## src/rtl/pipe_hazard_ctl_pkg.sv

```systemverilog
// Shared types and constants for the pipeline hazard / multiplier scheduler.
// No logic, no latency.
// No flow control.
package pipe_hazard_ctl_pkg;

  // Multiplier scheduler states
  typedef enum logic {
    IDLE = 1'b0,
    RUN  = 1'b1
  } mul_state_e;

  // R-type funct codes; the ID decoder uses them to produce id_is_multu / id_is_mfhilo
  localparam logic [5:0] FUNCT_MULTU = 6'h19;
  localparam logic [5:0] FUNCT_MFHI  = 6'h10;
  localparam logic [5:0] FUNCT_MFLO  = 6'h12;

  // Multiplier latency from start to valid product
  localparam int MUL_CYCLES_DEF = 32;

endpackage

```

## src/rtl/pipe_hazard_ctl_mul_sched.sv

```systemverilog
// Multi-cycle multiplier scheduler: start pulse, busy window, HI/LO capture strobe.
// Latency: start at T, busy T+1..T+MUL_CYCLES, hilo_load at T+MUL_CYCLES.
// No backpressure; a start request while running is ignored (hazard logic prevents it).
module mul_sched
  import pipe_hazard_ctl_pkg::*;
#(
  parameter int MUL_CYCLES = MUL_CYCLES_DEF,
  parameter int CNT_W      = 6
) (
  input  logic i_clk,
  input  logic i_rst,
  input  logic i_ex_is_multu,
  output logic o_mul_start,
  output logic o_mul_busy,
  output logic o_hilo_load
);

  localparam logic [CNT_W-1:0] LP_CNT_LOAD = CNT_W'(MUL_CYCLES - 1);

  mul_state_e       r_state;
  mul_state_e       w_state_nxt;
  logic [CNT_W-1:0] r_cnt;
  logic [CNT_W-1:0] w_cnt_nxt;

  // State and countdown registers; reset returns to IDLE and abandons any product in flight
  always_ff @(posedge i_clk) begin
    if (i_rst) begin
      r_state <= IDLE;
      r_cnt   <= '0;
    end else begin
      r_state <= w_state_nxt;
      r_cnt   <= w_cnt_nxt;
    end
  end

  // Next-state and strobes; reset masks the one-cycle pulses in the same cycle
  always_comb begin
    w_state_nxt = r_state;
    w_cnt_nxt   = r_cnt;
    o_mul_start = 1'b0;
    o_mul_busy  = 1'b0;
    o_hilo_load = 1'b0;
    case (r_state)
      IDLE: begin
        o_mul_start = i_ex_is_multu & ~i_rst;
        if (i_ex_is_multu) begin
          w_state_nxt = RUN;
          w_cnt_nxt   = LP_CNT_LOAD;
        end
      end
      RUN: begin
        o_mul_busy = 1'b1;
        if (r_cnt == '0) begin
          o_hilo_load = ~i_rst;
          w_state_nxt = IDLE;
        end else begin
          w_cnt_nxt = r_cnt - CNT_W'(1);
        end
      end
      default: begin
        w_state_nxt = IDLE;
      end
    endcase
  end

endmodule

```

## src/rtl/pipe_hazard_ctl.sv

```systemverilog
// Hazard detection for load-use and HI/LO conflicts plus multiplier ownership.
// Latency: stall/enables are combinational (0 cycles); stall counter updates next edge.
// Stall freezes PC and IF/ID and injects a bubble into ID/EX; no other backpressure.
module pipe_hazard_ctl
  import pipe_hazard_ctl_pkg::*;
#(
  parameter int MUL_CYCLES = MUL_CYCLES_DEF,
  parameter int CNT_W      = 6
) (
  input  logic        clk,
  input  logic        rst,
  input  logic [4:0]  id_rs,
  input  logic [4:0]  id_rt,
  input  logic        id_uses_rs,
  input  logic        id_uses_rt,
  input  logic        id_is_multu,
  input  logic        id_is_mfhilo,
  input  logic        ex_mem_read,
  input  logic [4:0]  ex_rt,
  input  logic        ex_is_multu,
  output logic        pc_en,
  output logic        ifid_en,
  output logic        idex_bubble,
  output logic        mul_start,
  output logic        mul_busy,
  output logic        hilo_load,
  output logic [15:0] stall_cycles
);

  logic        w_mul_busy;
  logic        w_load_use;
  logic        w_hilo_haz;
  logic        w_mul_struct;
  logic        w_stall;
  logic [15:0] r_stall_cycles;

  mul_sched #(
    .MUL_CYCLES (MUL_CYCLES),
    .CNT_W      (CNT_W)
  ) u_mul_sched (
    .i_clk         (clk),
    .i_rst         (rst),
    .i_ex_is_multu (ex_is_multu),
    .o_mul_start   (mul_start),
    .o_mul_busy    (w_mul_busy),
    .o_hilo_load   (hilo_load)
  );

  // Load in EX writing a register the ID instruction reads; $zero never creates a hazard
  assign w_load_use = ex_mem_read & (ex_rt != 5'd0) &
                      ((id_uses_rs & (id_rs == ex_rt)) | (id_uses_rt & (id_rt == ex_rt)));

  // MFHI/MFLO must wait until the product has been captured into HI/LO
  assign w_hilo_haz = id_is_mfhilo & (w_mul_busy | ex_is_multu);

  // Only one multiply can be in flight; a following MULTU waits in ID
  assign w_mul_struct = id_is_multu & (w_mul_busy | ex_is_multu);

  assign w_stall      = w_load_use | w_hilo_haz | w_mul_struct;
  assign pc_en        = ~w_stall;
  assign ifid_en      = ~w_stall;
  assign idex_bubble  = w_stall;
  assign mul_busy     = w_mul_busy;
  assign stall_cycles = r_stall_cycles;

  // Saturating count of stalled cycles; simultaneous hazards count once
  always_ff @(posedge clk) begin
    if (rst) begin
      r_stall_cycles <= 16'd0;
    end else if (w_stall && (r_stall_cycles != 16'hFFFF)) begin
      r_stall_cycles <= r_stall_cycles + 16'd1;
    end
  end

endmodule

```

## config.mk

```make
export PLATFORM = sky130hd
export DESIGN_NAME = pipe_hazard_ctl
export DESIGN_NICKNAME = d
export VERILOG_FILES = /design/src/rtl/pipe_hazard_ctl_pkg.sv /design/src/rtl/pipe_hazard_ctl_mul_sched.sv /design/src/rtl/pipe_hazard_ctl.sv
export SDC_FILE = /design/constraint.sdc
export NUM_CORES = 1
export LEC_CHECK = 0
export BUFFER_PORTS_ARGS = -buffer_cell sky130_fd_sc_hd__buf_4
export CAP_MARGIN = 15
export CORE_UTILIZATION = 50
export CTS_CLUSTER_SIZE = 40
export DETAILED_ROUTE_END_ITERATION = 10
export PLACE_DENSITY = 0.78
export SYNTH_ARGS = -nofsm -noshare
export SYNTH_HDL_FRONTEND = slang
export SYNTH_HIERARCHICAL = 1
export SYNTH_SLANG_ARGS = --single-unit
export TNS_END_PERCENT = 50
```

## constraint.sdc

```tcl
create_clock -name clk -period 3.6 [get_ports clk]
set_clock_uncertainty 0.05 [all_clocks]
set_input_delay 0.36 -clock clk [delete_from_list [all_inputs] [get_ports clk]]
set_output_delay 0.36 -clock clk [all_outputs]
set_load 0.02 [all_outputs]
```

Word level (Yosys, flattened, before mapping) --
Cells that the tools add are included.
Cells by class: equal/unequal tests 5, mux-type cells 10, reductions and logical operators 4, bitwise gates (word level) 14, $add $sub $neg 2
Operator list (number):
- $add A16 B1 Y16 const B | 1
- $ne A16 B16 Y1 const B | 1
- $mux W6 | 2
- $pmux W6 S2 | 1
- $eq A5 B5 Y1 | 2
- $and A1 B1 Y1 | 7
- $logic_not A6 Y1 | 1
- $mux W1 | 6
- $sub A6 B1 Y6 const B | 1
- $reduce_bool A5 Y1 | 1
- $ne A2 B2 Y1 const B | 2
- $or A1 B1 Y1 | 4
- $not A1 Y1 | 3
- $pmux W1 S2 | 1
- $reduce_and A2 Y1 | 1
- $logic_and A1 B1 Y1 | 1
Word-level totals: register bits after elaboration 23, logic and storage cells 38, input bits 23, output and inout port bits 22

Logic depth before layout (Yosys ltp) --
depth after elaboration 7, mapped depth 7, gate-level depth less buffers 6

Hierarchy --
The synthesis kept the hierarchy.
Modules (own cells, without submodules):
- pipe_hazard_ctl | seq. area each 320.3 um^2, cells an instance 116, area each 1016.0 um^2, instances 1
- mul_sched | seq. area each 140.1 um^2, cells an instance 47, area each 404.1 um^2, instances 1

Worst setup path before layout --
Ideal clock, no wire load.
path kind reg-to-reg, from register r_stall_cycles[0], in the netlist stall_cycles[0], to register r_stall_cycles[4], in the netlist stall_cycles[4], clock period less this slack 2126 ps, stages on the path, launching flop included 7, arrival time 1952 ps, required time 3427 ps, library setup time 123 ps, path buffers 0, setup slack 1474 ps, path through dfxtp_1 ha_1 nand3_1 o31ai_1 o21ai_2 and4_1 mux2_1
Between the ends: longest elaborated chain between the ends 2, elaborated cells on any way between the ends 3, those cells by class add/sub (1); eq/ne (1); reduce/logical (1)
RTL lines:
- start: declaration | line pipe_hazard_ctl.sv:35 | logic [15:0] r_stall_cycles;
- start signal: assignment | line pipe_hazard_ctl.sv:71 | r_stall_cycles <= r_stall_cycles + 16'd1;
- branches (longest 2 deep; another with $add A16 B1 Y16)
Several ways; the timed one is not identified. A chain may end at the register's enable or synchronous reset.

Final worst setup path --
from register u_mul_sched.r_cnt[0], to output port hilo_load
Between the ends: longest elaborated chain between the ends 3
RTL lines:
- start: declaration | line pipe_hazard_ctl_mul_sched.sv:22 | logic [CNT_W-1:0] r_cnt;
- start signal: assignment | line pipe_hazard_ctl_mul_sched.sv:32 | r_cnt <= w_cnt_nxt;
- $logic_not A6 Y1 | line pipe_hazard_ctl_mul_sched.sv:53 | if (r_cnt == '0) begin
- $mux W1 | line pipe_hazard_ctl_mul_sched.sv:53
- $mux W1 | line pipe_hazard_ctl_mul_sched.sv:43 | case (r_state)
- end: declaration | line pipe_hazard_ctl.sv:26 | output logic hilo_load,
Every way passes these cells.

==> metrics <==
remaining antenna violation count after routing 0; relative max-transition margin ~61%; gr usage total a little over a fifth; path category of the worst min-delay check primary input to flop; Setup violations, final 0; fill count between 200 and 250; fin. max-slew vios 0; CTS resizes 0; crit path buf inv count 2; Setup Total Neg Slack 0 ps; worst skew pair latency ~300 ps; synthesized instance count roughly 160; placed cell count 230; syn avg cell area around 8.7 um^2; largest net degree at the start of global routing 37; delay-heaviest family, CP simple AND/OR/NAND/NOR gates; IO Port Bufs 44; DRC viols 0; #FFs+latches synth 23; # diodes 0; Fmax achieved 437 MHz; buffer count from post-CTS setup fixing 0; Syn Nets around 190; Cell variety after synth 47; Setup CP Type flop to primary output; clk buf depth 2; sequential cell area 460 um^2; Largest stage delay, worst path approximately 500 ps; final net count 231; Pleak about 0.00075 uW; CTS Buf Count 3; worst endpoint required time between 3000 and 4000 ps; # IOs 45; CTS tree built; GPL Wtd Cong 0.783; Multi-input gate area 907 um^2; Num Clock Sinks 23; vias in the first global route roughly 1300; Primary FF master, synth dfxtp_1; Final Hold Fails 0; Max Cap Viol 0; Mapped Area about 1400 um^2; Via-to-Cell Ratio 5.84; 1st-pass router iterations 4; die height between 50 and 60 um; Slowest-stage cell, CP nor2b_1; Synth area leader dfxtp_1; Layout area overhead 25.1%; share of cells above drive strength 1 between 30% and 40%; total number of vias between 1000 and 1500; initial antenna violation count 0; first-pass GRT wire length 5550 um; die area 3060 um^2; Final Cycle Share about 64%; HPWL after DPL 2410 um; Async S/R FF share, synth 0%; status finished, final reports clean; final wirelength 3200 um; sequential fraction of the synthesis area between 30 and 40%; min-delay src ex_is_multu; crit path from u_mul_sched/r_cnt[0]$_SDFFE_PP0P_; Core ar. between 2000 and 3000 um^2; top post-synthesis cells by area dfxtp_1, mux2_2, xor2_1; Initial Util a little over half; Finished Layout Cells ~230; number of H-tree levels 1; Reg clk slew, reported paths around 120 ps; hold buffers post-CTS 0; Synth top area share approximately 32%; CP Capture Type primary output; Iter 0 DRT Violations 88; die width 55.3 um; crit path cell chain inv_1 > ha_1 > nor2b_1 > nand3_1 > nor2_1 > buf_4; Std-Cell Rows 18; Remaining Overflow, GRT 0; worst vdd ir approximately 0.28 mV; fin crit period about 2300 ps; Root Buffer clkbuf_4; Critical Path Source Type flop; PwrDens around 300 nW/um^2; drt wl/cell roughly 14 um; Ys Warns 6; EDFF count, synth 0; RSZ-0062 raised after global routing false; Critical Path AT approximately 1900 ps; Crit Path Max Fanout 9; Slew @ Worst Pin approximately 590 ps; Worst R2R Start stall_cycles[0]$_SDFFE_PP0P_
sequential cells by signal, summed over array words and instances (netlist names):
name,count
u_mul_sched/r_cnt,6
stall_cycles,16
u_mul_sched/r_state,1
final cells by class:
cell class                      count  area share [%]
Inverter                            4           0.845
Sequential cell                    23            25.9
Multi-Input combinational cell    129            51.1
Tap cell                           30            2.11
Timing Repair Buffer               44            18.6
Clock buffer                        4            1.48
logic make-up (layout without fill, tap and decap cells):
logic type / Yosys count / after routing / synth area share, %
flops: 23 / 23 / 32.4
compound gates: 31 / 31 / 16.5
fa+ha+maj: 3 / 3 / 2.64
xor+xnor: 11 / 11 / 6.78
simple gates: 74 / 74 / 30.2
buf+inv: 11 / 52 / 3.70
mux: 10 / 10 / 7.75
Yosys cell counts, drive strengths merged (2+ instances only):
cell type / number
dfxtp: 23
nor2: 18
nor2b: 9
mux2: 8
nand2: 8
xor2: 8
nand3: 7
a21oi: 5
nor3: 5
o31ai: 5
clkbuf: 4
inv: 4
nand4: 4
a31oi: 3
and4: 3
buf: 3
ha: 3
nor3b: 3
nor4: 3
o21ai: 3
or4: 3
xnor2: 3
a211o: 2
a311oi: 2
a31o: 2
a41o: 2
and3: 2
mux2i: 2
nand2b: 2
o21a: 2
o21ba: 2
or3: 2
where the power goes:
part | leakage (uW) | internal [uW] | total [uW] | switching [uW]
clock network | 0.0000150 | 43.1 | 116 | 72.9
logic | 0.000551 | 64.0 | 140 | 75.8
registers | 0.000187 | 267 | 284 | 17.5
total | 0.000754 | 374 | 540 | 166
worst reg2reg max path: stages, from the launching register on:
cell and delay [ps]:
dfxtp_1 440, ha_1 310, nand3_1 200, o31ai_1 400, o21ai_2 200, and4_1 260, mux2_1 300
layout by cell type, fill, tap and decap left out, types with 5 or more instances in the layout:
| cell | n |
|---|---|
| xor2_1 | 8 |
| dfxtp_1 | 23 |
| o31ai_1 | 5 |
| mux2_2 | 7 |
| nor2_1 | 18 |
| nand2_1 | 8 |
| nor2b_1 | 9 |
| buf_4 | 44 |
| nand3_1 | 7 |
| a21oi_1 | 5 |
per-stage QoR:
stage                     utilization [%]  setup WS [ps]  instance area, um^2  hold WS (ps)  power [uW]
after detailed placement             67.6           1300                 1750           441         429
after global routing                 68.6           1150                 1780           378         572
final                                68.6           1310                 1780           363         540
after global placement               67.6           1410                 1750           431         423
after CTS                            68.6           1330                 1780           352         545
after floorplan                         -           1470                 1420           425         379
final timing paths:
check                                   endpoint  slack [ps]  cells after the start
setup / recovery                       hilo_load        1310                      6
hold / removal    u_mul_sched/r_state$_SDFF_PP0_         360                      3
setup reg to reg    stall_cycles[4]$_SDFFE_PP0P_        1340                      6
hold reg to reg    stall_cycles[10]$_SDFFE_PP0P_         460                      2
metal layers:
layer,GRT usage (%),wire [um],vias up
met3,4.68,215,4
met2,36.1,1520,48
met4,5.00,25,0
met1,28.8,1440,630
met5,0,0,-
li1,-,-,685
No activity file was read; power rests on OpenSTA's default activity.
